`src/rtl/ifu_fetch.sv`:
```
// Instruction-fetch stage: owns the PC, runs the req/ack handshake with
// instruction memory and presents the registered instruction to decode.
module ifu_fetch #(
  parameter logic [31:0] RESET_PC = 32'h0000_3000
) (
  input  logic        clk,
  input  logic        rst,
  input  logic [1:0]  npc_sel,
  input  logic        bgtz_cond,
  input  logic [15:0] imm16,
  input  logic [25:0] imm26,
  input  logic        stall,
  output logic        im_req,
  output logic [31:0] im_addr,
  input  logic        im_ack,
  input  logic [31:0] im_rdata,
  output logic [31:0] instr,
  output logic        instr_valid,
  output logic [5:0]  op,
  output logic [5:0]  funct,
  output logic [31:0] pc,
  output logic [31:0] pc_plus4
);

  typedef enum logic [1:0] {
    ST_RST   = 2'd0,
    ST_FETCH = 2'd1,
    ST_HOLD  = 2'd2
  } state_e;

  state_e      state_q, state_d;
  logic [31:0] pc_q, pc_d;
  logic [31:0] instr_q, instr_d;
  logic        instr_valid_q, instr_valid_d;

  logic [31:0] npc;
  logic [31:0] branch_tgt;
  logic [31:0] jump_tgt;
  logic        commit;

  assign pc_plus4   = pc_q + 32'd4;
  assign branch_tgt = pc_plus4 + {{14{imm16[15]}}, imm16, 2'b00};
  assign jump_tgt   = {pc_plus4[31:28], imm26, 2'b00};

  always_comb begin
    npc = pc_plus4;
    case (npc_sel)
      2'b00:   npc = pc_plus4;
      2'b01:   npc = jump_tgt;
      2'b11:   npc = branch_tgt;
      2'b10:   npc = bgtz_cond ? branch_tgt : pc_plus4;
      default: npc = pc_plus4;
    endcase
  end

  // The request line is a pure function of state, so it drops in the same
  // edge that captures the acked word.
  assign commit = (state_q == ST_HOLD) && instr_valid_q && !stall;

  always_comb begin
    // NOTE: every signal gets a default before the case so no path leaves it unassigned (no latches).
    state_d       = state_q;
    pc_d          = pc_q;
    instr_d       = instr_q;
    instr_valid_d = instr_valid_q;
    case (state_q)
      ST_RST: begin
        state_d = ST_FETCH;
      end
      ST_FETCH: begin
        if (im_ack) begin
          instr_d       = im_rdata;
          instr_valid_d = 1'b1;
          state_d       = ST_HOLD;
        end
      end
      ST_HOLD: begin
        if (commit) begin
          pc_d          = npc;
          instr_valid_d = 1'b0;
          state_d       = ST_FETCH;
        end
      end
      default: state_d = ST_RST;
    endcase
  end

  always_ff @(posedge clk) begin
    // NOTE: state registers use non-blocking assignments so all of them update together at the edge.
    if (!rst) begin
      state_q       <= ST_RST;
      pc_q          <= RESET_PC;
      instr_q       <= '0;
      instr_valid_q <= 1'b0;
    end else begin
      state_q       <= state_d;
      pc_q          <= pc_d;
      instr_q       <= instr_d;
      instr_valid_q <= instr_valid_d;
    end
  end

  assign im_req      = (state_q == ST_FETCH);
  assign im_addr     = pc_q;
  assign pc          = pc_q;
  assign instr       = instr_q;
  assign instr_valid = instr_valid_q;
  assign op          = instr_q[31:26];
  assign funct       = instr_q[5:0];

endmodule

```
`config.mk`:
```
export PLATFORM = sky130hd
export DESIGN_NAME = ifu_fetch
export DESIGN_NICKNAME = d
export VERILOG_FILES = /design/src/rtl/ifu_fetch.sv
export SDC_FILE = /design/constraint.sdc
export NUM_CORES = 1
export LEC_CHECK = 0
export CAP_MARGIN = 15
export CORE_MARGIN = 2
export CORE_UTILIZATION = 40
export CTS_CLUSTER_DIAMETER = 50
export DETAILED_ROUTE_END_ITERATION = 10
export PLACE_DENSITY = 0.78
export SYNTH_ARGS = -nofsm -noshare
export SYNTH_HDL_FRONTEND = slang
export SYNTH_SLANG_ARGS = --single-unit
```
`constraint.sdc`:
```
create_clock -name clk -period 3.4 [get_ports clk]
set_input_delay 0.85 -clock clk [delete_from_list [all_inputs] [get_ports clk]]
set_output_delay 0.85 -clock clk [all_outputs]
set_load 0.005 [all_outputs]
```
Word level (Yosys, flattened, before mapping)

Index checks and enable logic that the tools add are counted.

Bits in registers: 67
Bits of input ports: 81
Output and inout bits: 142
Logic and storage cells: 31

Add/sub/neg operators: 2
Equal/unequal tests: 7
Muxes and demuxes: 8
Reduce and logical (&&, ||, !) cells: 10

Operators with widths:

| cell                    | number |
|---|---|
| $pmux W32 S4            | 1 |
| $add A32 B3 Y32 const B | 1 |
| $add A32 B32 Y32        | 1 |
| $mux W32                | 1 |
| $eq A2 B2 Y1 const B    | 3 |
| $pmux W2 S3             | 1 |
| $reduce_and A2 Y1       | 3 |
| $eq A2 B1 Y1 const B    | 2 |
| $logic_not A2 Y1        | 2 |
| $mux W2                 | 2 |
| $reduce_and A3 Y1       | 1 |
| $logic_and A1 B1 Y1     | 2 |
| $mux W1                 | 2 |
| $ne A2 B1 Y1 const B    | 1 |
| $ne A2 B2 Y1 const B    | 1 |
| $pmux W1 S2             | 1 |
| $reduce_bool A2 Y1      | 1 |
| $logic_not A1 Y1        | 1 |

Depth between registers and ports, before layout

Depth in word-level cells: 5
Depth in mapped cells: 18
Mapped depth without buffers: 16

Worst setup path after synthesis

Ideal clock, no wire load.

Path type: flip-flop to flip-flop
Start point: reg pc_q[2], in the netlist im_addr[2]
End point: reg pc_q[25], in the netlist im_addr[25]
Library setup time: 0.136 ns
Arrival: 3.414 ns
Data required time: 3.264 ns
Slack: -0.150 ns
Cell stages (with the launch flop): 16
Path buffers: 1
Period minus slack after synthesis: 3.550 ns
Cell sequence: dfxtp_1 ha_1 nand3_1 or3_1 clkbuf_1 nor3_1 xor2_1 ha_1 a21o_1 a21o_1 and2_1 o311ai_0 o21ba_2 o21ai_0 a21oi_1 o41ai_1

Longest elaborated chain between the ends: 4

Ends and longest elaborated chain:

| what                   | RTL line | source |
|---|---|---|
| start, declared        | 32       | `logic [31:0] pc_q, pc_d;` |
| start signal, assigned | 97       | `pc_q <= pc_d;` |
| $add A32 B3 Y32 (*)    | 41       | `assign pc_plus4 = pc_q + 32'd4;` |
| via pc_plus4[14]       | 22       | `output logic [31:0] pc_plus4` |
| $add A32 B32 Y32 (*)   | 42       | `assign branch_tgt = pc_plus4 + {{14{imm16[15]}}, imm16, 2'b00};` |
| $mux W32               | 51       | `2'b10: npc = bgtz_cond ? branch_tgt : pc_plus4;` |
| $pmux W32 S4 (*)       | 47       | `case (npc_sel)` |

Mark *: on every way through the listed nets, which the timed path passes. The rest lies on a longest branch.
A chain may end at the register's enable or synchronous reset.

Worst setup path in the final report

Start point: reg pc_q[10], in the netlist im_addr[10]
End point: reg pc_q[28], in the netlist im_addr[28]

Longest elaborated chain between the ends: 4

Ends and longest elaborated chain:

| what                | RTL line |
|---|---|
| $add A32 B3 Y32 (*) | 41 |
| $add A32 B32 Y32    | 42 |
| $mux W32            | 51 |
| $pmux W32 S4 (*)    | 47 |

Mark *: on every way between the ends. The rest lies on a longest branch, timed or not.

==> results.sh <==
export IMPL_seqCellArea_mm2=0.00132
export IMPL_synth_edff_count=0
export IMPL_cts_root_buf="clkbuf_16"
export IMPL_io_buffers=216
export IMPL_ff2ff_path_depth=17
export IMPL_grt_overflow=0
export IMPL_synthCells=748
export IMPL_cp_arrival_ps=4140
export IMPL_setup_ws_ps=-456
export IMPL_fin_skew_ps=10.4
export IMPL_final_min_clock_period_ps=3860
export IMPL_ys_types=73
export IMPL_grt_pass1_vias=6869
export IMPL_seq_area_frac_synth_pct=23.6
export IMPL_status="finished, violations left"
export IMPL_nFillCells=865
export IMPL_relSlewSlack_pct=59.0
export IMPL_start_util_pct=41.3
export IMPL_worstPathCellList="and4_4 > nand4_4 > buf_6 > nor3_4 > and3_4 > nand3_4 > xnor2_4 > ha_4 > a21o_1 > a21oi_2 > nor2b_2 > nor4_2 > o41a_1 > o211ai_1 > and3_1 > or3_4 > a21oi_2"
export IMPL_drtIter0Drc=637
export IMPL_violations="setup timing"
export IMPL_num_antenna_cells=0
export IMPL_clkLatencyLatePin_ps=360
export IMPL_wl_met2_um=12300
export IMPL_crit_required_ps=3680
export IMPL_yosysWarnings=0
export IMPL_finalSetupViolCount=15
export IMPL_slowest_stage="or3_4"
export IMPL_irDropWorstVdd_uv=267
export IMPL_rsz0062_at_grt="yes"
export IMPL_rows=42
export IMPL_holdPathStages=2
export IMPL_end_kind="register"
export IMPL_cellPowerDensity_mw_per_mm2=241
export IMPL_grt_max_degree=33
export IMPL_fin_util_pct=75.9
export IMPL_path_max_fanout=4
export IMPL_ys_flop_type="dfxtp_1"
export IMPL_wl_met1_um=9680
export IMPL_die_area_mm2=0.0147
export IMPL_synth_area_mm2=0.00552
export IMPL_drv_slew=0
export IMPL_avgSynthCellArea_um2=7.37
export IMPL_highest_layer="met4"
export IMPL_layout_nets=1215
export IMPL_dr_wl_met3_um=2840
export IMPL_drc=0
export IMPL_numCtsBuffers=9
export IMPL_p_leak_uw=0.00442
export IMPL_async_flop_share_pct=0
export IMPL_grt_use_total_pct=30.8
export IMPL_die_h_um=121
export IMPL_tightest_slew_ps=614
export IMPL_max_clock_freq_mhz=259
export IMPL_crit_family="simple AND/OR/NAND/NOR gates"
export IMPL_max_stage_delay_ps=390
export IMPL_ctsHoldBuffers=0
export IMPL_ios=223
export IMPL_finalHoldViolCount=0
export IMPL_syn2layout_area_growth_pct=83.7
export IMPL_cts_sinks=65
export IMPL_core_area_mm2=0.0133
export IMPL_worst_path_most_repeated_cell="a21oi_2"
export IMPL_multi_input_area_mm2=0.00451
export IMPL_drtPass1Iterations=5
export IMPL_final_common_cell="clkdlybuf4s50_1"
export IMPL_gp_congestion=1.00
export IMPL_hold_path_class="register to register"
export IMPL_cts_tree="yes"
export IMPL_routed_wirelength_um=26700
export IMPL_synth_seq_cells=65
export IMPL_grt_pass1_wl_um=35400
export IMPL_clockBufferDepth=2
export IMPL_critical_path_class="register to register"
export IMPL_htreeDepth=3
export IMPL_via_per_inst=5.89
export IMPL_antenna_found_initial=0
export IMPL_cap_violations=0
export IMPL_worst_path_buf_inv=1
export IMPL_routedWlPerCell_um=20.9
export IMPL_vias=7537
export IMPL_dpl_hpwl_um=16400
export IMPL_layout_common_cells="clkdlybuf4s50_1, buf_4, nand2_1, a21oi_1, dfxtp_1"
export IMPL_critPathLaunchType="register"
export IMPL_period_share_pct=113
export IMPL_drive_gt1_share_pct=31.9
export IMPL_clk_pin_slew_ps=70
export IMPL_die_w_um=121
export IMPL_ant_nets=0
export IMPL_cp_depth=17
export IMPL_total_power_uw=2440
## worst paths after layout
| check | slack (ps) | start | to |
|---|---|---|---|
| max | -460 | im_addr[10]$_SDFFE_PN0P_ | im_addr[28]$_SDFFE_PN0P_ |
| min | 450 | instr[11]$_SDFFE_PN0P_ | instr[11]$_SDFFE_PN0P_ |
| max reg2reg | -460 | im_addr[10]$_SDFFE_PN0P_ | im_addr[28]$_SDFFE_PN0P_ |
| min reg2reg | 450 | instr[11]$_SDFFE_PN0P_ | instr[11]$_SDFFE_PN0P_ |
## metrics by stage
| stage | instance area [um2] | TNS, ps | hold WS (ps) | worst slack, ps | cells |
|---|---|---|---|---|---|
| floorplan | 5570 | -246 | 453 | -64.9 | 753 |
| global placement | 8580 | -3610 | 441 | -356 | 1216 |
| detailed placement | 8580 | -4040 | 446 | -394 | 1216 |
| CTS | 9350 | -473 | 455 | -168 | 1253 |
| global route | 10100 | -3560 | 470 | -474 | 1280 |
| finish | 10100 | -2450 | 452 | -456 | 1280 |
## cells in the mapped netlist, drive strengths merged, types with 2 or more instances
cell type	instances	area, um2
a211oi	5	37.5
a21boi	2	15.0
a21o	17	128
a21oi	86	430
a221oi	14	123
a22oi	2	15.0
a31oi	11	68.8
and2	5	31.3
and3	9	56.3
and4	2	20.0
buf	53	403
clkbuf	28	105
dfxtp	65	1300
ha	34	425
inv	15	56.3
mux2	2	22.5
mux2i	4	40.0
nand2	131	492
nand2b	4	25.0
nand3	24	130
nand4	10	77.6
nor2	44	165
nor2b	9	56.3
nor3	16	96.4
nor3b	2	26.3
nor4	3	25.0
o2111ai	5	43.8
o211a	3	30.0
o211ai	4	30.0
o21a	5	37.5
o21ai	41	205
o21bai	5	37.5
o22ai	6	37.5
o31ai	3	22.5
o41ai	2	17.5
or3	5	36.3
or4	2	18.8
xnor2	33	289
xor2	18	158
## state kept, by name (all words and copies together), names as in the netlist
name and flops:
instr_valid 1, instr 32, state_q 2, im_addr 30
## worst min-delay path: stages, from the launching register on
cell and delay (ps):
dfxtp_1 310, nand2_1 50, a21oi_1 50
## repair_timing
action | CTS | global route
setup buffers | 23 | 31
pin swaps | 33 | 75
setup endpoints to repair | 29 | 32
resized for setup | 87 | 116
## cell families after synthesis
group / after synthesis / synth area share (%)
simple gates: 270 / 23.4
compound gates: 223 / 25.3
buf+inv: 97 / 10.3
other cells: 1 / 0.0680
mux: 6 / 1.13
fa+ha+maj: 35 / 8.08
xor+xnor: 51 / 8.10
flops: 65 / 23.6
## where the power goes
part           internal [uW]  switching [uW]  total, uW  leakage, uW
Combinational            326             293        619      0.00374
Clock                    581             425       1010     0.000151
Sequential               789            29.2        818     0.000530
## layer usage
metal	vias up	track usage, %
li1	3337	-
met2	548	50.2
met4	0	14.2
met5	-	0
met3	190	7.57
met1	3462	38.4
## final cells by class
cell class	count	share of cell area, %
Multi-Input combinational cell	591	44.5
Sequential cell	65	13.0
Clock inverter	7	0.815
Inverter	16	0.593
Timing Repair Buffer	416	36.7
Tap cell	176	2.17
Clock buffer	9	2.22
No activity file was read; power rests on OpenSTA's default activity.
